`src/rtl/fp_sqrt_arbiter_if.sv`:
```
// Request/response bundle between float consumers and the shared square-root arbiter.
// The master drives requests and grant enable; the slave returns grants and tagged results.
interface fp_sqrt_arbiter_if #(
  parameter int NUM_REQ = 4,
  parameter int TAG_W   = 3
);
  logic                   en;
  logic [NUM_REQ-1:0]     req_valid;
  logic [32*NUM_REQ-1:0]  req_data;
  logic [NUM_REQ-1:0]     req_ready;
  logic [NUM_REQ-1:0]     resp_valid;
  logic [31:0]            resp_data;
  logic [TAG_W-1:0]       resp_tag;
  logic                   busy;

  modport master (
    output en, req_valid, req_data,
    input  req_ready, resp_valid, resp_data, resp_tag, busy
  );

  modport slave (
    input  en, req_valid, req_data,
    output req_ready, resp_valid, resp_data, resp_tag, busy
  );
endinterface

```
`src/rtl/fp_sqrt_arbiter.sv`:
```
// Round-robin sharing of one combinational approximate float square root between NUM_REQ
// requesters, with IEEE-754 special-case handling and a fixed two-register pipeline.
module approx_fp_sqrt (
  input  logic [31:0] i_op,
  output logic [31:0] o_res
);
  // Exponent halving plus bias re-centring; exact at powers of four, within ~6.1% above elsewhere.
  assign o_res = (i_op >> 1) + 32'h1FC0_0000;
endmodule

module fp_sqrt_arbiter #(
  parameter int NUM_REQ = 4,
  parameter int TAG_W   = 3
) (
  input logic              clk,
  input logic              rst_n,
  fp_sqrt_arbiter_if.slave bus
);

  typedef enum logic [2:0] {CLS_NORM, CLS_ZERO, CLS_NEG, CLS_INF, CLS_NAN} cls_t;

  function automatic cls_t classify(input logic [31:0] op);
    cls_t c;
    if (op[30:23] == 8'd0)                               c = CLS_ZERO;
    else if (op[31])                                     c = CLS_NEG;
    else if (op[30:23] == 8'hFF && op[22:0] == 23'd0)    c = CLS_INF;
    else if (op[30:23] == 8'hFF)                         c = CLS_NAN;
    else                                                 c = CLS_NORM;
    return c;
  endfunction

  function automatic logic [31:0] sqrt_special(input cls_t cls, input logic [31:0] op,
                                               input logic [31:0] approx);
    logic [31:0] r;
    case (cls)
      CLS_ZERO:         r = {op[31], 31'b0};
      CLS_NEG, CLS_NAN: r = 32'h7FC0_0000;
      CLS_INF:          r = 32'h7F80_0000;
      default:          r = approx;
    endcase
    return r;
  endfunction

  logic [TAG_W-1:0]   r_last;
  logic [TAG_W-1:0]   w_sel;
  logic               w_found;
  logic               w_xfer;
  logic [31:0]        w_op_p0;
  logic [NUM_REQ-1:0] w_onehot_p0;

  logic               r_vld_p1;
  logic [TAG_W-1:0]   r_tag_p1;
  logic [31:0]        r_op_p1;
  cls_t               r_cls_p1;
  logic [31:0]        w_approx_p1;

  logic               r_vld_p2;
  logic [TAG_W-1:0]   r_tag_p2;
  logic [31:0]        r_data_p2;

  // Stage 0: pick the valid requester closest after r_last, wrapping modulo NUM_REQ.
  always_comb begin
    int best;
    int d;
    best    = NUM_REQ;
    d       = 0;
    w_sel   = '0;
    w_found = 1'b0;
    w_op_p0 = '0;
    for (int i = 0; i < NUM_REQ; i++) begin
      d = i - int'(r_last) - 1;
      if (d < 0) d = d + NUM_REQ;
      if (bus.req_valid[i] && d < best) begin
        best    = d;
        w_sel   = i[TAG_W-1:0];
        w_found = 1'b1;
        w_op_p0 = bus.req_data[32*i +: 32];
      end
    end
  end

  assign w_xfer        = w_found & bus.en & rst_n;
  assign w_onehot_p0   = NUM_REQ'(1) << w_sel;
  assign bus.req_ready = w_xfer ? w_onehot_p0 : '0;

  // Stage 1: accepted operand, owner and class.
  always_ff @(posedge clk or negedge rst_n) begin
    if (!rst_n) begin
      r_last   <= TAG_W'(NUM_REQ - 1);
      r_vld_p1 <= 1'b0;
    end else begin
      r_vld_p1 <= w_xfer;
      if (w_xfer) r_last <= w_sel;
    end
  end

  always_ff @(posedge clk) begin
    if (w_xfer) begin
      r_tag_p1 <= w_sel;
      r_op_p1  <= w_op_p0;
      r_cls_p1 <= classify(w_op_p0);
    end
  end

  approx_fp_sqrt u_sqrt (
    .i_op  (r_op_p1),
    .o_res (w_approx_p1)
  );

  // Stage 2: special-case mux result; reloads every cycle, so it holds while stage 1 holds.
  always_ff @(posedge clk or negedge rst_n) begin
    if (!rst_n) begin
      r_vld_p2  <= 1'b0;
      r_tag_p2  <= '0;
      r_data_p2 <= '0;
    end else begin
      r_vld_p2  <= r_vld_p1;
      r_tag_p2  <= r_tag_p1;
      r_data_p2 <= sqrt_special(r_cls_p1, r_op_p1, w_approx_p1);
    end
  end

  assign bus.resp_valid = r_vld_p2 ? (NUM_REQ'(1) << r_tag_p2) : '0;
  assign bus.resp_data  = r_data_p2;
  assign bus.resp_tag   = r_tag_p2;
  assign bus.busy       = r_vld_p1 | r_vld_p2;

endmodule

```
`src/flat_wrapper.sv`:
```
// flat-port wrapper written by rule: the top's interface ports become plain ports
module fp_sqrt_arbiter_flat 
#(
  parameter int NUM_REQ = 4,
  parameter int TAG_W   = 3
)
  (clk, rst_n, bus_en, bus_req_valid, bus_req_data, bus_req_ready, bus_resp_valid, bus_resp_data, bus_resp_tag, bus_busy);
  fp_sqrt_arbiter_if #(.NUM_REQ(NUM_REQ), .TAG_W(TAG_W)) bus_i ();
  input logic clk;
  input logic rst_n;
  input wire logic [$bits(bus_i.en)-1:0] bus_en;
  input wire logic [$bits(bus_i.req_valid)-1:0] bus_req_valid;
  input wire logic [$bits(bus_i.req_data)-1:0] bus_req_data;
  output wire logic [$bits(bus_i.req_ready)-1:0] bus_req_ready;
  output wire logic [$bits(bus_i.resp_valid)-1:0] bus_resp_valid;
  output wire logic [$bits(bus_i.resp_data)-1:0] bus_resp_data;
  output wire logic [$bits(bus_i.resp_tag)-1:0] bus_resp_tag;
  output wire logic [$bits(bus_i.busy)-1:0] bus_busy;
  assign bus_i.en = bus_en;
  assign bus_i.req_valid = bus_req_valid;
  assign bus_i.req_data = bus_req_data;
  assign bus_req_ready = bus_i.req_ready;
  assign bus_resp_valid = bus_i.resp_valid;
  assign bus_resp_data = bus_i.resp_data;
  assign bus_resp_tag = bus_i.resp_tag;
  assign bus_busy = bus_i.busy;
  fp_sqrt_arbiter #(.NUM_REQ(NUM_REQ), .TAG_W(TAG_W)) u_core (.clk(clk), .rst_n(rst_n), .bus(bus_i));
endmodule
```
`config.mk`:
```
export PLATFORM = sky130hd
export DESIGN_NAME = fp_sqrt_arbiter_flat
export DESIGN_NICKNAME = d
export VERILOG_FILES = /design/src/rtl/fp_sqrt_arbiter_if.sv /design/src/rtl/fp_sqrt_arbiter.sv /design/src/flat_wrapper.sv
export SDC_FILE = /design/constraint.sdc
export NUM_CORES = 1
export LEC_CHECK = 0
export ABC_AREA = 1
export CORE_MARGIN = 2
export CORE_UTILIZATION = 35
export DETAILED_ROUTE_END_ITERATION = 8
export GPL_TIMING_DRIVEN = 0
export PLACE_DENSITY = 0.7
export SLEW_MARGIN = 20
export SYNTH_ARGS = -nofsm -noshare
export SYNTH_HDL_FRONTEND = slang
export SYNTH_SLANG_ARGS = --single-unit
```
`constraint.sdc`:
```
create_clock -name clk -period 11.2 [get_ports clk]
set_input_delay 2.24 -clock clk [delete_from_list [all_inputs] [get_ports clk]]
set_output_delay 2.24 -clock clk [all_outputs]
set_load 0.05 [all_outputs]
```
; ---- Yosys cells after proc, flatten, opt, wreduce, memory -nomap -nowiden
; Index checks and enable logic that the tools add are counted.
[word_totals]
reg_bits = 78
latchBits = 0
mem_bits_rw = 0
romBits = 0
inputBits = 135
out_inout_bits = 44
elab_cells = 73
n_memories = 0
[classes]
n_addsub = 13
mul = 0
n_div = 0
order_cmp = 8
eq_ne = 5
n_shift = 2
mux = 24
bitwise_logic = 3
n_reduce_logical = 9
[op_table]
columns = operator, n
row1 = $mux W32, 11
row2 = $add A32 B4 Y32 const B, 4
row3 = $lt A32 B1 Y1 const B, 4
row4 = $sub A32 B2 Y32 const B, 4
row5 = $lt A32 B32 Y1, 3
row6 = $pmux W32 S3, 1
row7 = $add A31 B29 Y32 const B, 1
row8 = $lt A32 B4 Y1 const B, 1
row9 = $logic_not A23 Y1, 1
row10 = $eq A8 B8 Y1 const B, 1
row11 = $logic_not A8 Y1, 1
row12 = $mux W2, 4
row13 = $mux W4, 2
row14 = $sub A1 B3 Y4 const A, 2
row15 = $sub A2 B3 Y4 const A, 2
row16 = $eq A3 B2 Y1 const B, 2
row17 = $logic_and A1 B1 Y1, 5
row18 = $mux W1, 5
row19 = $shl A1 B2 Y4 const A, 1
row20 = $shl A1 B3 Y4 const A, 1
row21 = $eq A3 B1 Y1 const B, 1
row22 = $eq A3 B3 Y1 const B, 1
row23 = $mux W3, 1
row24 = $reduce_or A3 Y1, 1
row25 = other kinds (3), 4

; ---- Longest topological paths before layout
[depth]
word_depth = 20
ltp_mapped = 63
depth_no_buf = 57

; ---- By module
; Synthesis repeated with hierarchy kept, for this count alone.
[hier_totals]
cells_unflattened = 696
area_unflattened_um2 = 5071.1
[modules_own_cells]
columns = mod, n_inst, cells_per_inst, area_each_um2, seq_area_each_um2
row1 = fp_sqrt_arbiter, 1, 636, 4717.0, 2064.5
row2 = approx_fp_sqrt, 1, 60, 354.1, 0.0

; ---- Least setup slack after synthesis
; OpenSTA, ideal clock, no wires.
[synth_timing]
path_kind = input to output
start = input port bus_req_valid[0]
end = output port bus_req_ready[0]
arrival_time_ps = 9422
t_required_ps = 8960
slack_ps = -462
path_stages = 44
path_buffers = 6
path_cell_list = nand2_1 -> inv_1 -> clkbuf_1 -> clkbuf_1 -> clkbuf_1 -> ha_1 -> nand2_1 -> inv_1 -> nand2_1 -> nand2_1 -> nand2_1 -> nand2_1 -> nand2_1 -> nand2_1 -> nand2_1 -> nand2_1 -> nand2_1 -> nand3_2 -> [8 not listed] -> nand2_1 -> nand2_1 -> nand2_2 -> nand3_4 -> buf_4 -> buf_2 -> nand2_1 -> o21ai_0 -> ha_1 -> nand2_1 -> nand2_1 -> nand2_2 -> nand2_4 -> nand2_1 -> inv_1 -> a31oi_2 -> nand2_1 -> nor2_1
[synth_between]
word_cells_on_any_way = 21
classes_between = 3 x order compare / 1 x shift / 11 x mux / 2 x bitwise / 4 x reduce/logical
[synth_rtl]
columns = element, line_no
row1 = "start, declared", flat_wrapper.sv:12  ; input wire logic [$bits(bus_i.req_valid)-1:0] bus_req_valid;
row2 = $logic_and A1 B1 Y1 (*), fp_sqrt_arbiter.sv:73  ; if (bus.req_valid[i] && d < best) begin
row3 = $mux W32 (*), fp_sqrt_arbiter.sv:73
row4 = $lt A32 B32 Y1, fp_sqrt_arbiter.sv:73
row5 = $logic_and A1 B1 Y1, fp_sqrt_arbiter.sv:73
row6 = $mux W32 (*), fp_sqrt_arbiter.sv:73
row7 = $lt A32 B32 Y1, fp_sqrt_arbiter.sv:73
row8 = $logic_and A1 B1 Y1, fp_sqrt_arbiter.sv:73
row9 = $mux W32, fp_sqrt_arbiter.sv:73
row10 = $lt A32 B32 Y1, fp_sqrt_arbiter.sv:73
row11 = $logic_and A1 B1 Y1, fp_sqrt_arbiter.sv:73
row12 = $mux W2 (*), fp_sqrt_arbiter.sv:73
row13 = named net u_core.w_sel[1], fp_sqrt_arbiter.sv:45  ; logic [TAG_W-1:0] w_sel;
row14 = $shl A1 B2 Y4 (*), fp_sqrt_arbiter.sv:83  ; assign w_onehot_p0 = NUM_REQ'(1) << w_sel;
row15 = $mux W4 (*), fp_sqrt_arbiter.sv:84  ; assign bus.req_ready = w_xfer ? w_onehot_p0 : '0;
row16 = "end, declared", flat_wrapper.sv:14  ; output wire logic [$bits(bus_i.req_ready)-1:0] bus_req_ready;
; The timed path passes the listed nets; every way through them passes the cells marked *.

; ---- Final worst setup path
[layout_timing]
start = input port bus_req_valid[0]
end = output port bus_req_ready[3]
; The elaborated chain is that of the path after synthesis.

==> flow_summary.toml <==
[grt]
grt_pass1_vias = 5994
grt_max_degree = 35
track_usage = 0.205
grt_pass1_wl_mm = 31.5
antenna_found_initial = 0
overflow = 0

[clock_tree]
numCtsBuffers = 9
clock_path_buffers = 2
worstSkewPairLatency_ps = 340
postCtsHoldBufs = 0
clock_sinks = 74
clk_pin_slew_ps = 60
cts_root_buf = "clkbuf_16"
tritoncts = "built"
htree_levels = 3

[critical_path]
start_kind = "input port"
critPathRequiredTime_ps = 8960
setup.worst_path.end_class = "primary output"
path_delay_family = "simple AND/OR/NAND/NOR gates"
cp_common_cell = "nand2_1"
cp_max_fo = 25
critPathKind = "in -> out"
cpPeakStageDelay_ps = 360
rr_endpoint = "u_core.r_cls_p1[2]"
r2r_slack_ps = 4180
crit_slowest_cell = "ha_1"
reg2reg_from = "u_core.r_last[0]"
rr_worst_depth = 40
cp.buffers_inverters = 12
cp.arrival_ps = 8380

[sta]
worst_pin_slew_ps = 674
rsz0062_at_grt = "no"
fin_crit_sh = 0.948
fin_skew_ps = 6.64
hold_viol = 0
slew_viol_final = 0
final-setup-viol-count = 0
finalCriticalPeriod_ps = 10620
worst_slew_margin_rel = 0.547
fmax_ghz = 0.0942
hold_slack_ps = 347

[logic_synthesis]
syn_area_um2 = 6410
yosysWarnings = 0
ys_seq_area_frac = 0.317
yosys.area.top_type = "ha_1"
synth_top_area_frac = 0.183
synthXorXnorAreaFrac = 0.00820
ys_ff_latch = 74
synthMuxAreaShare = 0
synthCells = 854
synthTopCellsByArea = "ha_1 (18%), edfxtp_1 (17%), dfrtp_1 (14%)"
synth_compound_area_frac = 0.103
syn_area_per_cell_um2 = 7.51
synth_top_family_by_area = "simple AND/OR/NAND/NOR gates"
synth-simple-area-share = 0.276
yosys.area_share.adder = 0.190
ys_types = 44

[hold_path]
min_from = "u_core.r_tag_p1[0]"
hold_end = "u_core.bus.resp_tag[0]"
hold_path.class = "reg -> reg"
holdPathStages = 0

[detailed_routing]
drtIter0Drc = 347
viasPerCell = 4.90
ant_nets = 0
finalWirelength_mm = 20.3
wl_per_cell_um = 15.4
dr.pass1.iters = 7
route.detailed.drc = 0
vias = 6436

[cells_and_area]
fillCellCount = 1734
layout_commonest_cell = "nand2_1"
antenna_cells = 0
nets = 1310
drive_above_1_share = 0.0664
synthToLayoutAreaGrowth_pct = 41.0
multi_input_area_um2 = 3870
ff_latch_area_um2 = 2030
final_cell_mix = "nand2_1 (208), clkdlybuf4s50_1 (171), inv_1 (118)"

[floorplanning]
die_w_um = 139
die-area_um2 = 19400
rows = 49
initial_core_util = 0.357
io_pins = 179
core_um2 = 18000
dieHeight_um = 139

[placement]
dpl.hpwl_mm = 16.3
gp_congestion = 1.01
portBuffers = 177

[status]
status = "complete, no violations"

[run]
maxCapViolations = 0
worst register-to-register path, delay by kind of cell, from the launching register on:
kind | cells | cell delay (ps)
AOI/OAI and AO/OA | 8 | 1590
adders and majority gates | 4 | 1100
buffers and inverters | 6 | 1190
DFF | 1 | 600
and+or+nand+nor | 22 | 2290
area by class of cell:
class | count | area share
plain buffers | 32 | 0.0234
clock buffers | 9 | 0.0249
clock inverters | 7 | 0.0112
inverters | 125 | 0.0525
multi-input cells | 654 | 0.429
flip-flops and latches | 74 | 0.225
well taps | 229 | 0.0317
repair buffers | 183 | 0.202
how the worst max path moves through the flow:
| stage | from | end | slack [ps] | depth (start not counted) |
|---|---|---|---|---|
| floorplan | bus_req_valid[0] | bus_req_ready[0] | -20 | 44 |
| global placement | bus_req_valid[0] | bus_req_ready[1] | -3010 | 49 |
| detailed placement | bus_req_valid[0] | bus_req_ready[0] | -2570 | 49 |
| CTS | bus_req_valid[0] | bus_req_ready[3] | 50 | 46 |
| global route | bus_req_valid[0] | bus_req_ready[3] | 60 | 47 |
| finish | bus_req_valid[0] | bus_req_ready[3] | 580 | 45 |
flip-flops by register name (all words and copies together) (netlist names):
| register | count |
|---|---|
| u_core.bus.resp_tag | 2 |
| u_core.r_vld_p2 | 1 |
| u_core.r_cls_p1 | 3 |
| u_core.bus.resp_data | 32 |
| u_core.r_vld_p1 | 1 |
| u_core.r_op_p1 | 31 |
| u_core.r_last | 2 |
| u_core.r_tag_p1 | 2 |
per-stage QoR:
stage | utilization | TNS [ps] | setup WS, ps | instances | cell area [um2]
after floorplan | - | -45.1 | -22.6 | 887 | 6540
after global placement | 0.479 | -11530 | -3010 | 1293 | 8600
after detailed placement | 0.481 | -10010 | -2570 | 1295 | 8640
after CTS | 0.502 | 0 | 45.1 | 1314 | 9030
after global routing | 0.503 | 0 | 62.1 | 1313 | 9030
final | 0.503 | 0 | 583 | 1313 | 9030
timing repair:
action                                  4_1_cts  5_1_grt
pin swaps                                     1        0
endpoints found under the setup margin        4        4
gates resized for setup                      22       20
buffers inserted                              4        0
cell usage after synthesis, drive strengths merged:
cell and n:
nand2 213, inv 124, nor2 99, ha 94, nand3 54, a31oi 47, dfrtp 36, edfxtp 36
a21oi 26, nand3b 20, buf 18, clkbuf 16, o21ai 15, nor3 10, nand4 6, o21bai 5
a211oi 4, o21a 4, xnor2 4, nor4 3, o31ai 3, conb 2, dfstp 2, fa 2
nor3b 2, o221ai 2, xor2 2, a2111oi 1, a221oi 1, clkinv 1, nor4b 1, or2 1
cells by family after synthesis:
logic type,Yosys count
buffers and inverters,159
AND/OR/NAND/NOR,409
other,2
adder cells (fa/ha/maj),96
AO/OA/AOI/OAI,108
flip-flops,74
XOR/XNOR,6
metal layers:
metal  part of all wire  track usage  routed length, um
met1               0.44        0.273               9000
met2               0.46        0.341               9410
met3              0.061       0.0330               1250
met5                  0            0                  0
met4              0.030       0.0670                606
Power is not shown: default switching activity piles up to over one toggle a cycle in this logic, so the estimate is an artifact.
